**config.mk**
```make
export PLATFORM = sky130hd
export DESIGN_NAME = ac97_cmd_arbiter
export DESIGN_NICKNAME = d
export VERILOG_FILES = /design/src/rtl/ac97_cmd_arbiter.sv
export SDC_FILE = /design/constraint.sdc
export NUM_CORES = 1
export LEC_CHECK = 0
export ABC_AREA = 1
export BUFFER_PORTS_ARGS = -buffer_cell sky130_fd_sc_hd__buf_2
export CAP_MARGIN = 5
export CORE_MARGIN = 1
export CORE_UTILIZATION = 42
export CTS_CLUSTER_SIZE = 40
export DETAILED_ROUTE_END_ITERATION = 12
export PLACE_DENSITY_LB_ADDON = 0.08
export SLEW_MARGIN = 20
export SYNTH_ARGS = -nofsm -noshare
export SYNTH_HDL_FRONTEND = slang
export SYNTH_SLANG_ARGS = --single-unit
```
**constraint.sdc**
```tcl
create_clock -name ac97_bitclk -period 2.15 [get_ports ac97_bitclk]
set_clock_uncertainty 0.15 [all_clocks]
set_input_delay 0 -clock ac97_bitclk [delete_from_list [all_inputs] [get_ports ac97_bitclk]]
set_output_delay 0 -clock ac97_bitclk [all_outputs]
set_load 0.05 [all_outputs]
```
**src/rtl/ac97_cmd_arbiter.sv**
```systemverilog
// ---------------------------------------------------------------------------
// ac97_cmd_arbiter
// Shares the AC97 codec command channel (out slot1 address / slot2 data)
// among NREQ requesters. One register read or write is issued per frame;
// read responses are taken from input slots 1/2. Each transaction ends with
// a one-cycle done pulse to its requester, with err flagging a read timeout.
//
// Ports
//   ac97_bitclk, ac97_rst_n      bit clock, async active-low reset
//   ac97_strobe                  one-cycle frame boundary pulse
//   req/req_rw/req_addr/req_wdata  per-requester command (packed, 7/16 bits each)
//   done/err/rdata/busy          completion reporting
//   ac97_out_slot1/2(_valid)     command slots toward the framer
//   ac97_in_slot1/2(_valid)      status slots from the deframer
// ---------------------------------------------------------------------------
module ac97_cmd_arbiter #(
    parameter int NREQ           = 2,
    parameter int TIMEOUT_FRAMES = 4
) (
    input  logic                 ac97_bitclk,
    input  logic                 ac97_rst_n,
    input  logic                 ac97_strobe,
    input  logic [NREQ-1:0]      req,
    input  logic [NREQ-1:0]      req_rw,
    input  logic [7*NREQ-1:0]    req_addr,
    input  logic [16*NREQ-1:0]   req_wdata,
    output logic [NREQ-1:0]      done,
    output logic                 err,
    output logic [15:0]          rdata,
    output logic                 busy,
    output logic [19:0]          ac97_out_slot1,
    output logic                 ac97_out_slot1_valid,
    output logic [19:0]          ac97_out_slot2,
    output logic                 ac97_out_slot2_valid,
    input  logic [19:0]          ac97_in_slot1,
    input  logic                 ac97_in_slot1_valid,
    input  logic [19:0]          ac97_in_slot2,
    input  logic                 ac97_in_slot2_valid
);

    localparam int IW  = (NREQ > 1) ? $clog2(NREQ) : 1;
    localparam int IW1 = IW + 1;

    typedef enum logic [1:0] {
        IDLE    = 2'd0,
        ISSUE   = 2'd1,
        WAIT_RD = 2'd2
    } state_t;

    state_t            r_state, w_next_state;
    logic [IW-1:0]     r_grant, r_ptr;
    logic              r_rw;
    logic [6:0]        r_addr;
    logic [15:0]       r_wdata;
    logic [7:0]        r_timer;
    logic [NREQ-1:0]   r_done;
    logic              r_err;
    logic [15:0]       r_rdata;
    logic [19:0]       r_slot1, r_slot2;
    logic              r_slot1_v, r_slot2_v;

    logic              w_match, w_timeout, w_complete, w_load, w_found;
    logic [NREQ-1:0]   w_gvec, w_mask;
    logic [IW-1:0]     w_pick, w_idx;
    logic [IW:0]       w_sum;
    logic              w_prw;
    logic [6:0]        w_paddr;
    logic [15:0]       w_pwdata;

    assign w_gvec    = NREQ'(1) << r_grant;
    assign w_match   = ac97_in_slot1_valid & ac97_in_slot2_valid &
                       (ac97_in_slot1[18:12] == r_addr);
    assign w_timeout = (r_timer == 8'(TIMEOUT_FRAMES - 1));
    assign w_complete = ac97_strobe &
                        (((r_state == ISSUE) & ~r_rw) |
                         ((r_state == WAIT_RD) & (w_match | w_timeout)));
    // The finishing requester may still hold req this strobe; keep it out.
    assign w_mask    = w_complete ? w_gvec : '0;
    assign w_load    = ac97_strobe & w_found & ((r_state == IDLE) | w_complete);

    // Round-robin search starting at r_ptr, plus mux of the winner's args.
    always_comb begin
        w_found  = 1'b0;
        w_pick   = '0;
        w_sum    = '0;
        w_idx    = '0;
        w_prw    = 1'b0;
        w_paddr  = '0;
        w_pwdata = '0;
        for (int k = 0; k < NREQ; k++) begin
            w_sum = {1'b0, r_ptr} + IW1'(k);
            if (w_sum >= IW1'(NREQ)) begin
                w_sum = w_sum - IW1'(NREQ);
            end
            w_idx = w_sum[IW-1:0];
            if (!w_found && req[w_idx] && !w_mask[w_idx]) begin
                w_found = 1'b1;
                w_pick  = w_idx;
            end
        end
        for (int i = 0; i < NREQ; i++) begin
            if (IW'(i) == w_pick) begin
                w_prw    = req_rw[i];
                w_paddr  = req_addr[7*i +: 7];
                w_pwdata = req_wdata[16*i +: 16];
            end
        end
    end

    always_comb begin
        w_next_state = r_state;
        if (w_load) begin
            w_next_state = ISSUE;
        end else if (w_complete) begin
            w_next_state = IDLE;
        end else if (ac97_strobe && r_state == ISSUE && r_rw) begin
            w_next_state = WAIT_RD;
        end
    end

    always_ff @(posedge ac97_bitclk or negedge ac97_rst_n) begin
        if (!ac97_rst_n) begin
            r_state <= IDLE;
        end else begin
            r_state <= w_next_state;
        end
    end

    always_ff @(posedge ac97_bitclk or negedge ac97_rst_n) begin
        if (!ac97_rst_n) begin
            r_grant   <= '0;
            r_ptr     <= '0;
            r_rw      <= 1'b0;
            r_addr    <= '0;
            r_wdata   <= '0;
            r_timer   <= '0;
            r_done    <= '0;
            r_err     <= 1'b0;
            r_rdata   <= '0;
            r_slot1   <= '0;
            r_slot2   <= '0;
            r_slot1_v <= 1'b0;
            r_slot2_v <= 1'b0;
        end else begin
            r_done <= '0;
            r_err  <= 1'b0;
            if (w_complete) begin
                r_done <= w_gvec;
                // Write completions leave rdata untouched.
                if (r_state == WAIT_RD) begin
                    r_err   <= ~w_match;
                    r_rdata <= w_match ? ac97_in_slot2[19:4] : 16'hFFFF;
                end
            end
            if (ac97_strobe) begin
                if (w_load) begin
                    r_grant   <= w_pick;
                    r_ptr     <= (w_pick == IW'(NREQ - 1)) ? '0 : w_pick + IW'(1);
                    r_rw      <= w_prw;
                    r_addr    <= w_paddr;
                    r_wdata   <= w_pwdata;
                    r_slot1   <= {w_prw, w_paddr, 12'h000};
                    r_slot2   <= w_prw ? 20'h0 : {w_pwdata, 4'h0};
                    r_slot1_v <= 1'b1;
                    r_slot2_v <= 1'b1;
                end else begin
                    r_slot1   <= '0;
                    r_slot2   <= '0;
                    r_slot1_v <= 1'b0;
                    r_slot2_v <= 1'b0;
                end
                if (r_state == ISSUE) begin
                    r_timer <= '0;
                end else if (r_state == WAIT_RD && !w_complete) begin
                    r_timer <= r_timer + 8'd1;
                end
            end
        end
    end

    assign done                 = r_done;
    assign err                  = r_err;
    assign rdata                = r_rdata;
    assign busy                 = (r_state != IDLE);
    assign ac97_out_slot1       = r_slot1;
    assign ac97_out_slot1_valid = r_slot1_v;
    assign ac97_out_slot2       = r_slot2;
    assign ac97_out_slot2_valid = r_slot2_v;

endmodule
```
==> flow_summary.yaml <==
placed_design:
  place_congestion: 0.8377
  dp_hpwl_mm: 5.876
  dpl_worst_slack_ps: -55.65
  io_buffers: 123
routing:
  vias: 3546
  wl_per_cell_microns: 12.52
  viasPerCell: 4.678
  drtIter0Drc: 145
  antenna_left: 0
  drc: 0
  dr.pass1.iters: 5
  drt-total-wl_mm: 9.492
synthesis:
  netlist_area_sq_um: 3366
  synth_cell_types: 28
  synth-main-ff-cell: "dfrtp_1"
  synthSimpleGateAreaFrac_pct: 32.71
  synth_warnings: 0
  postSynth.asyncResetShare_pct: 100.0
  synth_compound_area_share_pct: 7.026
  synth_fa_ha_area_share_pct: 0.3717
  synth-seq-cells: 64
  synth_xor_area_share_pct: 0.5204
  ys_seq_area_share_pct: 47.58
  synth_top_family_by_area: "simple AND/OR/NAND/NOR gates"
  synth.avg_cell_area_sq_um: 7.580
  synthMuxAreaShare_pct: 0
  syn_inst: 444
  synth-edff-count: 0
critical_path:
  crit_buf_inv: 1
  slowest_stage: "dfrtp_1"
  arrival_ps: 2240
  end_kind: "flop"
  worstPathRequired_ps: 2220
  cp_cell_sequence: "inv_1, nand2_1, nand2_1, nand2_1, nor2_2, nand2_2, nand2_2, nand2_2, nand2_4, nand3_2, nand2_4, nand4_4, nand3b_1, nand2_8, nand3_1, nand2_1"
  crit_type: "flop to flop"
  path_max_fanout: 18
  crit_family: "simple AND/OR/NAND/NOR gates"
  cpMostUsedCell: "nand2_1"
  start_kind: "flop"
  slowest_delay_ps: 390
timing:
  setup_viol_count_final: 15
  worst_slack_ps: -18.71
  slew_violations: 0
  max_freq_mhz: 461.1
  fin_crit_ps: 2169
  grt_setup_unrepaired: "true"
  fin_crit_sh_pct: 100.9
  holdWs_ps: 7.499
  hold_viol: 0
clock_tree:
  h-tree-depth: 3
  cts_tree: "yes"
  cts-root-buf: "clkbuf_8"
  clock-sinks: 64
  clkTransAtPathRegs_ps: 70
  numCtsBuffers: 9
  max-clock-path-buffers: 2
  insertion_delay_ps: 330
global_routing:
  antenna_found_initial: 0
  grt_max_degree: 46
  overflow: 0
  grt_usage_pct: 23.28
  grt_pass1_vias: 3472
  grt_first_pass_wirelength_mm: 15.46
floorplan:
  core_region_area_sq_um: 7727
  die_area_sq_um: 8376
  die_w_microns: 91.52
  start_util_pct: 43.56
  num_io_pins: 157
  rows: 32
  dieHeight_microns: 91.52
flow_run:
  maxCapViolations: 0
final_layout:
  nFillCells: 647
  drive_gt1_share_pct: 29.12
  layout.nets: 747
  antenna_cells: 0
  area_delta_synth_final_pct: 55.65
power:
  p_leak_uw: 0.002946
  p_per_area_nw_per_um2: 1383
  ir_drop_v: 0.0006838
min_path:
  min_path_type: "primary input to asynchronous set/reset pin"
status:
  status: "finished, violations left"
  violations: "negative setup slack"
-- final cells by class --
| type | count | area (sq um) | share of cell area, % |
|---|---|---|---|
| well taps | 102 | 127.6 | 2.436 |
| clock buffers | 9 | 123.9 | 2.364 |
| multi-input cells | 312 | 1548 | 29.54 |
| flip-flops and latches | 64 | 1602 | 30.57 |
| repair buffers | 212 | 1515 | 28.92 |
| clock inverters | 7 | 117.6 | 2.245 |
| inverters | 52 | 205.2 | 3.917 |
-- path summary, 6_finish.rpt --
| check | start | endpoint | slack, ps | cells after the start |
|---|---|---|---|---|
| worst min-delay path | ac97_rst_n | r_timer[4] | 7 | 2 |
| worst max register to register | r_addr[2] | ac97_out_slot2[4] | -20 | 16 |
| worst max-delay path | r_addr[2] | ac97_out_slot2[4] | -20 | 16 |
| worst min register to register | ac97_out_slot2[12] | ac97_out_slot2[12] | 330 | 2 |
| max in group asynchronous | ac97_rst_n | r_addr[4] | 1250 | 3 |
| min in group ac97_bitclk | req_rw[0] | ac97_out_slot2[13] | 80 | 5 |
-- state kept, by name (all words and copies together) (netlist names), 2 cells and up --
signal and cells:
ac97_out_slot2 16, r_timer 8, rdata 16, ac97_out_slot1 8
r_state 2, r_addr 7, done 2
-- worst register-to-register path: cells and delay by family (launching register included) --
| kind | cells | cell delay (ps) |
|---|---|---|
| buffers and inverters | 1 | 60 |
| flip-flops | 1 | 390 |
| AND/OR/NAND/NOR | 15 | 1460 |
-- routing by layer --
| metal | up-vias | GRT usage (%) | wire length [microns] |
|---|---|---|---|
| met5 | - | 0 | 0 |
| met4 | 0 | 8.995 | 58 |
| met2 | 103 | 38.78 | 4769 |
| met3 | 8 | 5.779 | 516 |
| met1 | 1652 | 28.97 | 4147 |
| li1 | 1783 | - | - |
-- where the power goes --
| group | total (uW) | internal, uW | switching (uW) |
|---|---|---|---|
| sequential | 1940 | 1670 | 271 |
| combinational | 4040 | 1190 | 2850 |
| clock | 1260 | 774 | 481 |
-- repair_timing --
action	CTS	global route
hold buffers	66	0
resized for setup	6	25
endpoints found under the setup margin	32	55
pin swaps	1	5
cloned	0	2
buffers inserted	0	5
hold endpoints to repair	113	0
-- cells by family after synthesis --
logic type,after synthesis
AOI/OAI and AO/OA,46
xor gates and xnor gates,2
adders and majority gates,1
buffers and inverters,84
DFF,64
other,1
and+or+nand+nor,246
-- stage by stage --
step                      utilization [%]  std cells  cell area [sq um]  setup TNS [ps]  power [uW]
after CTS                           65.51        751               5062          -6.812        7003
final                               67.79        758               5239          -108.7        7244
after floorplan                         -        459               3422               0        4657
after detailed placement            53.32        669               4120          -457.1        5550
after global routing                67.79        758               5239           -7057        7731
after global placement              53.32        669               4120          -60.63        5502
-- cells in the final DEF (no fill, tap or decap), types with 9 or more instances in the layout --
master         instances
dlygate4sd3_1         66
o21ai_0               36
inv_1                 49
buf_4                 17
nand2_1              147
buf_2                123
nand3_1               51
conb_1                16
nor2_1                17
clkbuf_8               9
dfrtp_1               64
-- cells in the mapped netlist (4+ instances only) --
cell type / number / area (sq um)
nor3_1: 4 / 20.02
nand2_1: 148 / 555.5
buf_4: 17 / 127.6
a21oi_1: 4 / 20.02
o21ai_0: 40 / 200.2
nand2_2: 4 / 25.02
clkbuf_1: 8 / 30.03
nor2_1: 21 / 78.83
inv_1: 49 / 183.9
dfrtp_1: 64 / 1602
buf_2: 5 / 25.02
nand3_1: 55 / 275.3
nand2_4: 5 / 56.30
(Power assumes the default switching activity.)
